$ cat config.mk
export PLATFORM = sky130hd
export DESIGN_NAME = snn_spike_decoder
export DESIGN_NICKNAME = d
export VERILOG_FILES = /design/src/rtl/snn_spike_decoder.sv
export SDC_FILE = /design/constraint.sdc
export NUM_CORES = 1
export LEC_CHECK = 0
export CAP_MARGIN = 0
export CORE_ASPECT_RATIO = 0.75
export CORE_UTILIZATION = 55
export DETAILED_ROUTE_END_ITERATION = 10
export PLACE_DENSITY = 0.81
export SYNTH_ARGS = -nofsm -noshare
export SYNTH_HDL_FRONTEND = slang
export SYNTH_SLANG_ARGS = --single-unit
$ cat constraint.sdc
create_clock -name clk -period 3.9 [get_ports clk]
set_clock_uncertainty 0.05 [all_clocks]
set_input_delay 0.585 -clock clk [delete_from_list [all_inputs] [get_ports clk]]
set_output_delay 0.585 -clock clk [all_outputs]
set_load 0.05 [all_outputs]
$ cat src/rtl/snn_spike_decoder.sv
// Rate decoder for the SNN output layer.
// Counts spikes per channel over a window of valid execute steps. It then scans the
// counters one per cycle and reports the argmax class, its count and a tie flag.
module snn_spike_decoder #(
    parameter int CHANNELS    = 8,
    parameter int COUNT_BITS  = 8,
    parameter int WINDOW_BITS = 8,
    localparam int IDX_BITS   = (CHANNELS > 1) ? $clog2(CHANNELS) : 1
) (
    input  logic                   clk,
    input  logic                   reset,
    input  logic                   start,
    input  logic [WINDOW_BITS-1:0] window_len,
    input  logic                   spike_valid,
    input  logic [CHANNELS-1:0]    spikes,
    input  logic [IDX_BITS-1:0]    count_sel,
    output logic [COUNT_BITS-1:0]  count_out,
    output logic                   busy,
    output logic                   result_valid,
    output logic [IDX_BITS-1:0]    class_idx,
    output logic [COUNT_BITS-1:0]  max_count,
    output logic                   tie
);

    typedef enum logic [1:0] {
        ST_IDLE  = 2'd0,
        ST_ACCUM = 2'd1,
        ST_SCAN  = 2'd2,
        ST_DONE  = 2'd3
    } state_t;

    localparam logic [COUNT_BITS-1:0]  CNT_ZERO = {COUNT_BITS{1'b0}};
    localparam logic [COUNT_BITS-1:0]  CNT_ONE  = {{(COUNT_BITS-1){1'b0}}, 1'b1};
    localparam logic [COUNT_BITS-1:0]  CNT_MAX  = {COUNT_BITS{1'b1}};
    localparam logic [WINDOW_BITS-1:0] WIN_ZERO = {WINDOW_BITS{1'b0}};
    localparam logic [WINDOW_BITS-1:0] WIN_ONE  = {{(WINDOW_BITS-1){1'b0}}, 1'b1};
    localparam logic [IDX_BITS-1:0]    IDX_ZERO = {IDX_BITS{1'b0}};
    localparam logic [IDX_BITS-1:0]    IDX_ONE  = {{(IDX_BITS-1){1'b0}}, 1'b1};
    localparam logic [IDX_BITS-1:0]    IDX_LAST = IDX_BITS'(CHANNELS - 1);

    state_t                  state_r;
    logic [COUNT_BITS-1:0]   cnt_r [CHANNELS];
    logic [WINDOW_BITS-1:0]  sample_r;
    logic [WINDOW_BITS-1:0]  win_len_r;
    logic [IDX_BITS-1:0]     scan_idx_r;
    logic [COUNT_BITS-1:0]   best_cnt_r;
    logic [IDX_BITS-1:0]     best_idx_r;
    logic                    best_tie_r;
    logic                    busy_r;
    logic                    result_valid_r;
    logic [IDX_BITS-1:0]     class_idx_r;
    logic [COUNT_BITS-1:0]   max_count_r;
    logic                    tie_r;

    logic [WINDOW_BITS-1:0]  sample_next_s;
    logic [COUNT_BITS-1:0]   scan_cnt_s;
    logic [COUNT_BITS-1:0]   step_cnt_s;
    logic [IDX_BITS-1:0]     step_idx_s;
    logic                    step_tie_s;

    assign count_out    = cnt_r[count_sel];
    assign busy         = busy_r;
    assign result_valid = result_valid_r;
    assign class_idx    = class_idx_r;
    assign max_count    = max_count_r;
    assign tie          = tie_r;

    assign sample_next_s = sample_r + WIN_ONE;
    assign scan_cnt_s    = cnt_r[scan_idx_r];

    // One scan step: fold counter[scan_idx] into the running best (lowest index wins ties)
    always_comb begin
        step_cnt_s = best_cnt_r;
        step_idx_s = best_idx_r;
        step_tie_s = best_tie_r;
        if (scan_idx_r == IDX_ZERO) begin
            step_cnt_s = scan_cnt_s;
            step_idx_s = IDX_ZERO;
            step_tie_s = 1'b0;
        end else if (scan_cnt_s > best_cnt_r) begin
            step_cnt_s = scan_cnt_s;
            step_idx_s = scan_idx_r;
            step_tie_s = 1'b0;
        end else if (scan_cnt_s == best_cnt_r) begin
            step_tie_s = 1'b1;
        end else begin
            step_tie_s = best_tie_r;
        end
    end

    // Control FSM, spike counters, scan datapath and registered result outputs
    always_ff @(posedge clk) begin
        if (reset) begin
            state_r        <= ST_IDLE;
            for (int i = 0; i < CHANNELS; i++) begin
                cnt_r[i] <= CNT_ZERO;
            end
            sample_r       <= WIN_ZERO;
            win_len_r      <= WIN_ZERO;
            scan_idx_r     <= IDX_ZERO;
            best_cnt_r     <= CNT_ZERO;
            best_idx_r     <= IDX_ZERO;
            best_tie_r     <= 1'b0;
            busy_r         <= 1'b0;
            result_valid_r <= 1'b0;
            class_idx_r    <= IDX_ZERO;
            max_count_r    <= CNT_ZERO;
            tie_r          <= 1'b0;
        end else begin
            case (state_r)
                ST_IDLE: begin
                    if (start) begin
                        for (int i = 0; i < CHANNELS; i++) begin
                            cnt_r[i] <= CNT_ZERO;
                        end
                        sample_r   <= WIN_ZERO;
                        win_len_r  <= window_len;
                        scan_idx_r <= IDX_ZERO;
                        busy_r     <= 1'b1;
                        // An empty window skips accumulation and scans all-zero counters
                        if (window_len == WIN_ZERO) begin
                            state_r <= ST_SCAN;
                        end else begin
                            state_r <= ST_ACCUM;
                        end
                    end else begin
                        state_r <= ST_IDLE;
                    end
                end
                ST_ACCUM: begin
                    if (spike_valid) begin
                        for (int i = 0; i < CHANNELS; i++) begin
                            if (spikes[i] && (cnt_r[i] != CNT_MAX)) begin
                                cnt_r[i] <= cnt_r[i] + CNT_ONE;
                            end
                        end
                        sample_r <= sample_next_s;
                        if (sample_next_s == win_len_r) begin
                            scan_idx_r <= IDX_ZERO;
                            state_r    <= ST_SCAN;
                        end else begin
                            state_r <= ST_ACCUM;
                        end
                    end else begin
                        state_r <= ST_ACCUM;
                    end
                end
                ST_SCAN: begin
                    best_cnt_r <= step_cnt_s;
                    best_idx_r <= step_idx_s;
                    best_tie_r <= step_tie_s;
                    // The last step's result is loaded straight into the outputs shown in DONE
                    if (scan_idx_r == IDX_LAST) begin
                        class_idx_r    <= step_idx_s;
                        max_count_r    <= step_cnt_s;
                        tie_r          <= step_tie_s;
                        result_valid_r <= 1'b1;
                        state_r        <= ST_DONE;
                    end else begin
                        scan_idx_r <= scan_idx_r + IDX_ONE;
                        state_r    <= ST_SCAN;
                    end
                end
                ST_DONE: begin
                    result_valid_r <= 1'b0;
                    busy_r         <= 1'b0;
                    state_r        <= ST_IDLE;
                end
                default: begin
                    result_valid_r <= 1'b0;
                    busy_r         <= 1'b0;
                    state_r        <= ST_IDLE;
                end
            endcase
        end
    end

endmodule

==> flow_summary.toml <==
[status]
status = "finished, final reports clean"

[pwr]
comb_power_share_pct = 9.5
intPower_mw = 2.45
cellPowerDensity_nw_per_um2 = 417
leakage_nw = 2.83
p_sw_share_pct = 24.8
p_clk_share_pct = 47.6
p_seq_share_pct = 42.9
total_power_mw = 3.26
vdd_drop_max_mv = 0.521
p_switching_uw = 808

[clocking]
clk_pin_slew_worst_paths_ps = 60
htreeDepth = 4
cts-resized-gates = 0
clk_path_buf_depth = 2
cts_num_sinks = 114
post-cts-setup-buffers = 0
cts_root_buffer = "clkbuf_16"
cts_buffers = 17
hold_buffers = 0
insertion_delay_ps = 420
cts_tree = "built"

[place]
dp.final_hpwl_mm = 11.7
pre_cts_ws_ps = 473
port_buffers = 44
dp.cells = 849
gp_congestion = 0.912
place_area_um2 = 7210

[die]
die_area_um2 = 12600
row_count = 34
dieWidth_um = 129
io_pins = 45
start_util_pct = 57.1
fp.dieH_um = 97.5
core_um2 = 11700

[detailed_routing]
wl_mm = 17.0
viasPerCell = 6.28
route.detailed.drc = 0
drtIter0Drc = 687
wire_per_inst_um = 19.3
vias = 5534
drt_pass1_iterations = 5
final_antenna_net_count = 0

[timing]
finalHoldViolCount = 0
maxSlewViolCount = 0
fin_crit_ps = 3570
rsz0062_at_grt = "no"
setup_viol = 0
slew-limit-headroom_pct = 20.7
fin_setup_tns_ps = 0
worst_pin_slew_ps = 1180
fin_crit_sh_pct = 91.6
max_freq_mhz = 280
setup_slack_ps = 327
hold_ws_ps = 403

[worst_setup_path]
cp_max_fo = 16
endpoint_kind = "flip-flop"
arrival_ps = 3840
path_cells = "mux4_2, mux2i_1, inv_1, ha_1, a211oi_1, nand2_1, o221ai_2, a21oi_1, buf_4, o31ai_1"
critPathLaunchType = "flip-flop"
r2r-end = "best_cnt_r[3]$_SDFFE_PP0P_"
cp_slowest_cell = "dfxtp_1"
critPathRequiredTime_ps = 4160
critPathMaxStageDelay_ps = 780
worstSetupPathType = "flip-flop to flip-flop"
r2r_setup_slack_ps = 330
reg2reg_depth = 10

[layout]
syn_to_final_growth_pct = 16.8
final_core_util_pct = 66.7
stdcell_area_um2 = 7800
drive_above_1_share_pct = 13.9
final_nets = 749
mostFrequentLayoutCells = "nor2_1, nand2_1, dfxtp_1"
instances_no_fill = 881
diodes = 0
final_common_cell = "nor2_1"
fillers = 836

[global_routing]
grt_usage_pct = 28.9
grt_pass1_vias = 5149
antenna_found_initial = 0
gr-total-overflow = 0
grt_max_degree = 42
grt_pass1_wl_mm = 27.3

[logic_synthesis]
ys_warn_count = 0
synth_edf_count = 56
syn_area_um2 = 6680
async_flop_share_pct = 0
yosysSeqAreaShare_pct = 42.5
synthCells = 667
ys_types = 58
ys.flop_type = "dfxtp_1"
synth_area_per_cell_um2 = 10.0
synth-seq-cells = 114
syn_nets = 710

[worst_hold_path]
holdPathStages = 2
min_from = "class_idx[1]$_SDFFE_PP0P_"
hold_end = "class_idx[1]$_SDFFE_PP0P_"
hp-class = "flip-flop to flip-flop"

[job]
cap_violations = 0
## area by class of cell
class	count	area, um2	share of cell area (%)
repair buffers	52	480	6.16
multi-input cells	497	3590	46.1
flip-flops and latches	114	2840	36.4
clock inverters	8	67.6	0.866
clock buffers	24	526	6.73
inverters	24	90.1	1.15
well taps	162	203	2.60
## state kept, by name, indices dropped and copies added, names as in the netlist, 2 cells and up, named ones only
register    count
cnt_r          64
best_cnt_r      8
max_count       8
sample_r        8
win_len_r       8
best_idx_r      3
class_idx       3
scan_idx_r      3
state_r         2
## power groups by stage
stage | logic (mW) | clock network (mW) | registers, mW
after global routing | 0.330 | 1.62 | 1.40
after detailed placement | 0.302 | 0 | 1.42
after global placement | 0.292 | 0 | 1.41
after floorplan | 0.221 | 0 | 1.39
final | 0.309 | 1.55 | 1.40
after CTS | 0.306 | 1.56 | 1.39
## metal layers
layer | GRT usage (%) | routed length [um]
met5 | 0 | 0
met4 | 14.3 | 684
met3 | 7.21 | 1570
met2 | 42.5 | 7560
met1 | 39.5 | 7210
## worst max path at each step
stage / to / slack (ps) / cells after the start
final: best_cnt_r[3]$_SDFFE_PP0P_ / 330 / 10
after global routing: best_cnt_r[3]$_SDFFE_PP0P_ / 10 / 11
after CTS: best_idx_r[1]$_SDFFE_PP0P_ / 390 / 11
after detailed placement: best_cnt_r[3]$_SDFFE_PP0P_ / 470 / 11
after global placement: max_count[5]$_SDFFE_PP0P_ / 600 / 11
after floorplan: max_count[1]$_SDFFE_PP0P_ / 1000 / 13
## cells by family (layout without fill, tap and decap cells)
group	after synthesis	after routing	share of synthesized area, %
AO/OA/AOI/OAI	102	102	10.3
XOR/XNOR	57	57	7.47
adder cells (fa/ha/maj)	20	20	3.75
buffers and inverters	56	108	3.65
flip-flops	114	114	42.5
multiplexers	52	52	14.0
AND/OR/NAND/NOR	266	266	18.2
## cell usage after synthesis (5+ instances only)
cell type    n  area, um2
a21oi_1     21        105
a31o_2       5       43.8
a32o_1       7       70.1
and3_1      10       62.6
buf_2        8       40.0
clkbuf_1    18       67.6
dfxtp_1     58       1160
edfxtp_1    56       1680
ha_1        20        250
inv_1       24       90.1
mux2_2       8       90.1
mux2i_1     12        120
mux4_2      30        676
nand2_1     74        278
nand2b_1     6       37.5
nand3_1     34        170
nor2_1     101        379
nor2b_1      5       31.3
nor3_1       6       30.0
o211ai_1     8       60.1
o21ai_0     23        115
o21ai_1      8       40.0
o31ai_1      7       52.6
or3_1        5       31.3
xnor2_1     22        193
xor2_1      35        307
## worst max-delay path: cells and delay by family (launching register included)
kind                       cells  cell delay (ps)
muxes                          2              840
AOI/OAI and AO/OA              4             1140
buffers and inverters          2              310
adders and majority gates      1              240
DFF                            1              780
and+or+nand+nor                1              120
Note: power is estimated with default switching activity, not from simulation.
